--- config.mk ---
export PLATFORM = sky130hd
export DESIGN_NAME = r_framer_param
export DESIGN_NICKNAME = d
export VERILOG_FILES = /design/src/rtl/r_framer_param.sv
export SDC_FILE = /design/constraint.sdc
export NUM_CORES = 1
export LEC_CHECK = 0
export BUFFER_PORTS_ARGS = -buffer_cell sky130_fd_sc_hd__buf_2
export CELL_PAD_IN_SITES_DETAIL_PLACEMENT = 2
export CELL_PAD_IN_SITES_GLOBAL_PLACEMENT = 2
export CORE_MARGIN = 2
export CORE_UTILIZATION = 39
export CTS_CLUSTER_DIAMETER = 40
export CTS_CLUSTER_SIZE = 30
export DETAILED_ROUTE_END_ITERATION = 6
export GPL_TIMING_DRIVEN = 0
export PLACE_DENSITY_LB_ADDON = 0.15
export SETUP_SLACK_MARGIN = 0.02
export SLEW_MARGIN = 10
export SYNTH_ARGS = -nofsm -noshare
export SYNTH_HDL_FRONTEND = slang
export SYNTH_SLANG_ARGS = --single-unit
--- constraint.sdc ---
create_clock -name clk -period 2.45 [get_ports clk]
set_clock_uncertainty 0.2 [all_clocks]
set_input_delay 0.49 -clock clk [delete_from_list [all_inputs] [get_ports clk]]
set_output_delay 0.49 -clock clk [all_outputs]
set_load 0.05 [all_outputs]
--- src/rtl/r_framer_param.sv ---
// rtl/r_framer_param.sv - parametrised serial deframer with sync search and hunt/check/lock FSM
//
// Optional feature macro: FRAMER_PARITY_EN (one even-parity bit appended after the payload).
//
// Ports:
//   clk        in   1       clock, all state on rising edge
//   rst        in   1       asynchronous active-low reset
//   data_in    in   1       serial bit, frame MSB (first sync bit) first
//   data_out   out  DATA_W  last accepted payload, held between frames
//   valid      out  1       one-cycle strobe, data_out is new
//   locked     out  1       high while in LOCK
//   correct    out  1       most recent LOCK boundary had good sync (and parity)
//   parity_err out  1       one-cycle strobe on payload parity failure (0 without macro)

module r_framer_param #(
    parameter int                DATA_W   = 12,
    parameter int                SYNC_W   = 4,
    parameter logic [SYNC_W-1:0] SYNC_PAT = 4'b1010,
    parameter int                LOCK_CNT = 2,
    parameter int                LOSS_CNT = 3
) (
    input  logic              clk,
    input  logic              rst,
    input  logic              data_in,
    output logic [DATA_W-1:0] data_out,
    output logic              valid,
    output logic              locked,
    output logic              correct,
    output logic              parity_err
);

`ifdef FRAMER_PARITY_EN
    localparam int PAR_W = 1;
`else
    localparam int PAR_W = 0;
`endif
    localparam int FRAME_W = SYNC_W + DATA_W + PAR_W;
    localparam int CNT_W   = $clog2(FRAME_W);
    localparam int GOOD_W  = $clog2(LOCK_CNT + 1);
    localparam int MISS_W  = $clog2(LOSS_CNT + 1);

    typedef enum logic [1:0] {HUNT, CHECK, LOCK} state_t;

    state_t              state, state_n;
    // Only FRAME_W-1 history bits are stored; the oldest bit of the window
    // is always the one shifted out this cycle, so it never needs a flop.
    logic [FRAME_W-2:0]  sr;
    logic [FRAME_W-1:0]  w;
    logic [CNT_W-1:0]    cnt;
    logic [GOOD_W-1:0]   good_cnt;
    logic [MISS_W-1:0]   miss_cnt;
    logic                match;
    logic                cnt_end;
    logic                boundary;
    logic                deliver;
    logic                miss;
    logic                loss;
    logic [DATA_W-1:0]   payload;
    logic                parity_ok;

    assign w       = {sr, data_in};
    assign match   = (w[FRAME_W-1 -: SYNC_W] == SYNC_PAT);
    assign cnt_end = (cnt == CNT_W'(FRAME_W - 1));

`ifdef FRAMER_PARITY_EN
    assign payload   = w[DATA_W:1];
    // Even parity: payload plus parity bit must hold an even number of ones.
    assign parity_ok = ~^w[DATA_W:0];
`else
    assign payload   = w[DATA_W-1:0];
    assign parity_ok = 1'b1;
`endif

    assign deliver = (state == LOCK) && cnt_end && match;
    assign miss    = (state == LOCK) && cnt_end && !match;
    assign loss    = miss && (int'(miss_cnt) + 1 == LOSS_CNT);
    assign locked  = (state == LOCK);

    always_ff @(posedge clk or negedge rst) begin
        if (!rst) begin
            state <= HUNT;
        end else begin
            state <= state_n;
        end
    end

    always_comb begin
        state_n  = state;
        boundary = 1'b0;
        case (state)
            HUNT: begin
                boundary = match;
                if (match) begin
                    state_n = (LOCK_CNT == 1) ? LOCK : CHECK;
                end
            end
            CHECK: begin
                boundary = cnt_end;
                if (cnt_end) begin
                    if (!match) begin
                        state_n = HUNT;
                    end else if (int'(good_cnt) + 1 == LOCK_CNT) begin
                        state_n = LOCK;
                    end
                end
            end
            LOCK: begin
                boundary = cnt_end;
                if (loss) begin
                    state_n = HUNT;
                end
            end
            default: state_n = HUNT;
        endcase
    end

    always_ff @(posedge clk or negedge rst) begin
        if (!rst) begin
            sr         <= '0;
            cnt        <= '0;
            good_cnt   <= '0;
            miss_cnt   <= '0;
            data_out   <= '0;
            valid      <= 1'b0;
            correct    <= 1'b0;
            parity_err <= 1'b0;
        end else begin
            sr         <= w[FRAME_W-2:0];
            cnt        <= boundary ? '0 : cnt + CNT_W'(1);
            valid      <= deliver;
            parity_err <= deliver && !parity_ok;

            if (state == HUNT && match) begin
                good_cnt <= GOOD_W'(1);
            end else if (state == CHECK && cnt_end && match) begin
                good_cnt <= good_cnt + GOOD_W'(1);
            end

            if (deliver) begin
                data_out <= payload;
                correct  <= parity_ok;
                miss_cnt <= '0;
            end else if (miss) begin
                correct  <= 1'b0;
                miss_cnt <= loss ? '0 : miss_cnt + MISS_W'(1);
            end
        end
    end

endmodule

======== After elaboration in Yosys (flattened, before gate mapping) ========
Index checks and enable logic that the tools add are counted.
word-level totals
  flip-flop bits (word level) ............. 39
  output and inout port bits .............. 16
  word-level logic and storage cells ...... 51
operators by class
  add/sub/neg operators ................... 5
  eq/ne operators ......................... 10
  muxes and demuxes ....................... 15
  reductions and logical operators ........ 13
operator list
  cell                                                   count
  2-to-1 mux 2 bit                                       10
  == test 4 bit, second input constant                   2
  logical AND 1 bit                                      7
  adder 2 x 1 -> 3 bit, second input constant            2
  == test 3 x 2 -> 1 bit, second input constant          2
  one-hot mux 2 bit (3 select lines)                     1
  adder 2 x 1 -> 2 bit, second input constant            2
  adder 4 x 1 -> 4 bit, second input constant            1
  2-to-1 mux 4 bit                                       1
  inequality test 2 bit, second input constant           2
  AND reduction 4 bit                                    1
  nonzero test 2 bit                                     2
  inequality test 3 bit, second input constant           1
  == test 2 x 1 -> 1 bit, second input constant          1
  == test 2 bit, second input constant                   1
  logical NOT 2 bit                                      1
  2-to-1 mux 1 bit                                       2
  inequality test 2 x 1 -> 1 bit, second input constant  1
  one-hot mux 1 bit (2 select lines)                     1
  OR reduction 2 bit                                     1
  logical NOT 1 bit                                      1

======== Depth between registers and ports, before layout ========
  depth in word-level cells ............... 7
  depth in mapped cells ................... 7
  depth with buffers taken out ............ 6

======== Worst setup path before layout ========
No wires, ideal clock.
  kind .................................... register to register
  start point ............................. reg state[0]
  end point ............................... reg data_out[10]
  setup time .............................. 0.128 ns
  arrival ................................. 1.847 ns
  slack ................................... 0.275 ns
  stages on the path, launching flop included .. 7
  path buffers ............................ 1
  clock period less this slack ............ 2.175 ns
  path through ............................ dfrtp_1 > inv_1 > ha_1 > nand2_2 > nor2_4 > buf_4 > mux2_1
between the ends
  longest elaborated chain between the ends .. 3
RTL lines
  item                            line  RTL
  start, declared                 44    state_t state, state_n;
  start signal, assigned          83    state <= state_n;
  == test 2 bit                   n/a
  net locked                      27    output logic locked,
  logical AND 1 bit (2 in a row)  74    assign deliver = (state == LOCK) && cnt_end && match;
  net deliver                     55    logic deliver;
  end signal, assigned            140   data_out <= payload;
  end, declared                   25    output logic [DATA_W-1:0] data_out,
The timed path passes the listed nets, and every way through them passes these cells.
A chain may end at the register's enable or synchronous reset.

======== Worst setup path after layout ========
  start point ............................. reg cnt[0]
  end point ............................... reg data_out[8]
between the ends
  longest elaborated chain between the ends .. 3
RTL lines
  item                            line  RTL
  start, declared                 49    logic [CNT_W-1:0] cnt;
  start signal, assigned          129   cnt <= boundary ? '0 : cnt + CNT_W'(1);
  == test 4 bit                   63    assign cnt_end = (cnt == CNT_W'(FRAME_W - 1));
  logical AND 1 bit (2 in a row)  74
  net deliver                     55
The timed path passes the listed nets, and every way through them passes these cells.

==> impl_metrics.ini <==
[sta]
hold_viol_final = 0
tightest_slew_ps = 860.1
fin_ws_ps = 398.9
setup_viol = 0
slew_viol_final = 0
tns_ps = 0
period_minus_slack_ps = 2051
finalCritPeriodShare = 0.8372
rsz0062_at_grt = no
fmax_mhz = 487.6
slew_headroom = 0.4266

[detailed_routing]
route.detailed.drc = 0
via_per_inst = 4.840
drt_iter0_drc = 11
drtPass1Iterations = 2
wl_per_cell_um = 15.07
ant_nets = 0
wirelength_um = 2637
vias = 847

[floorplanning]
start_util = 0.4067
core_um2 = 3661
die_h_um = 65.79
die_w_um = 65.79
num_rows = 22
die_area_um2 = 4328
ios = 19

[logic_synthesis]
netlist_top_cells_count = dfrtp_1, ha_1, mux2_1
synth_ff_type = dfrtp_1
yosysTopAreaCell = dfrtp_1
synthTopCellsByArea = dfrtp_1, ha_1, mux2_1
yosysTopAreaCellShare = 0.6555
async_reset_ff_frac = 1.000
synthesis.area_um2 = 1489
synth_cell_types = 29
ys_seq_area_frac = 0.6555
ys_seq_elements = 39
synth_nets = 113
avgSynthCellArea_um2 = 14.60
netlist_instances = 102
synthMostInstantiatedCell = dfrtp_1
yosysWarnings = 0
synth-edff-count = 0

[setup_path]
endpoint_kind = flip-flop
r2r-start = cnt[0]
worstPathArrival_ps = 2020
cp_max_fo = 10
r2r_end = data_out[8]
path_class = reg -> reg
worst-r2r-cell-count = 7
cp.required_ps = 2420
ff2ff_setup_slack_ps = 400
critPathLaunchType = flip-flop

[run_status]
outcome = completed

[clocking]
cts_resized = 0
clk_latency_ps = 290
cts.sink_count = 39
cts_tree = done
cts_buffer_depth = 2
cts-root-buf = clkbuf_8
cts_setup_buffers = 0
cts_buffers = 5
htree_levels = 2
clk_pin_slew_ps = 70
cts_hold_buf = 0

[placed_design]
dpl_worst_slack_ps = 398.7
finalWeightedCongestion = 0.6762
portBuffers = 17
dp_hpwl_um = 1857

[global_route]
grt_first_pass_wirelength_um = 4754
antenna_found_initial = 0
grt_start_max_net_pins = 40
grt_overflow = 0
track_usage = 0.1538
grt_pass1_vias = 1006

[power]
ir_drop_mv = 0.5740
leakage_nw = 0.9008
power_per_cell_area_nw_per_um2 = 892.9

[finish]
n_antenna_cell = 0
nets = 137
drive_above_1_share = 0.2835
fillers = 371
areaGrowthSynthToFinish_pct = 16.47
ff_latch_area_um2 = 975.9
multi_input_area_um2 = 471.7

[flow_run]
maxCapViolCount = 0

[min_path]
hold_class = in -> async
-- cell type report --
cell class,count,area share
timing repair buffer,17,0.04906
sequential,39,0.5628
clock buffer,8,0.05772
inverter,5,0.01082
tap,48,0.03463
multi-input combinational,55,0.2720
buffer,3,0.01299
-- metrics by stage --
stage | total power [W] | area, um^2 | hold WS, ps | util | std cells
floorplan | 0.001012 | 1489 | -5.591 | - | 102
global placement | 0.001074 | 1634 | 151.8 | 0.4463 | 167
detailed placement | 0.001102 | 1634 | 160.4 | 0.4463 | 167
CTS | 0.001578 | 1734 | 110.3 | 0.4737 | 175
global route | 0.001654 | 1734 | 106.9 | 0.4737 | 175
finish | 0.001548 | 1734 | 112.4 | 0.4737 | 175
-- power by group --
group | switching [W] | internal (W)
Combinational | 0.000167 | 0.000146
Sequential | 0.0000534 | 0.000718
Clock | 0.000208 | 0.000257
-- state kept, by name, summed over array words and instances (netlist names) --
signal,flops
state,2
valid,1
miss_cnt,2
good_cnt,2
data_out,12
correct,1
sr,15
cnt,4
-- cells in the final DEF, fill, tap and decap left out, types with 2 or more instances in the layout --
cell | Yosys | routed
a21o_1 | 3 | 3
buf_2 | 0 | 17
buf_4 | 3 | 3
clkbuf_8 | 0 | 7
dfrtp_1 | 39 | 39
ha_1 | 8 | 8
inv_1 | 5 | 5
mux2_1 | 8 | 8
mux2_2 | 4 | 4
nand2_1 | 5 | 5
nand3_1 | 2 | 2
nor2_1 | 4 | 4
o21ai_0 | 3 | 3
-- worst max path at each step --
stage | startpoint | cells past startpoint | slack (ps) | to
2_1_floorplan | state[0] | 6 | 280 | data_out[10]
3_3_place_gp | cnt[0] | 7 | 440 | data_out[7]
3_5_place_dp | cnt[0] | 7 | 400 | data_out[11]
4_1_cts | cnt[0] | 7 | 370 | data_out[11]
5_1_grt | cnt[0] | 7 | 270 | data_out[11]
6_report | cnt[0] | 7 | 400 | data_out[8]
-- cells by family (layout without fill, tap and decap cells) --
kind of cell	Yosys count	count (layout)	synth area share
XOR/XNOR	2	2	0.01177
AND/OR/NAND/NOR	20	20	0.08153
multiplexers	14	14	0.1076
adder cells (fa/ha/maj)	8	8	0.06723
buffers and inverters	8	33	0.02773
other	1	1	0.002519
AO/OA/AOI/OAI	10	10	0.04622
flip-flops	39	39	0.6555
-- metal layers --
layer,vias up,track usage,wire (um)
li1,386,-,-
met1,439,0.1640,1043
met2,17,0.2614,1417
met3,5,0.06644,121
met4,0,0.07031,55
met5,-,0,0
-- worst max-delay path, stage by stage (launching register included) --
cell     delay (ps)
dfrtp_1         370
ha_1            190
and3_1          160
buf_4           130
nand2_2         110
nor2_4          200
buf_4           220
mux2_1          340
Note: power is estimated with default switching activity, not from simulation.
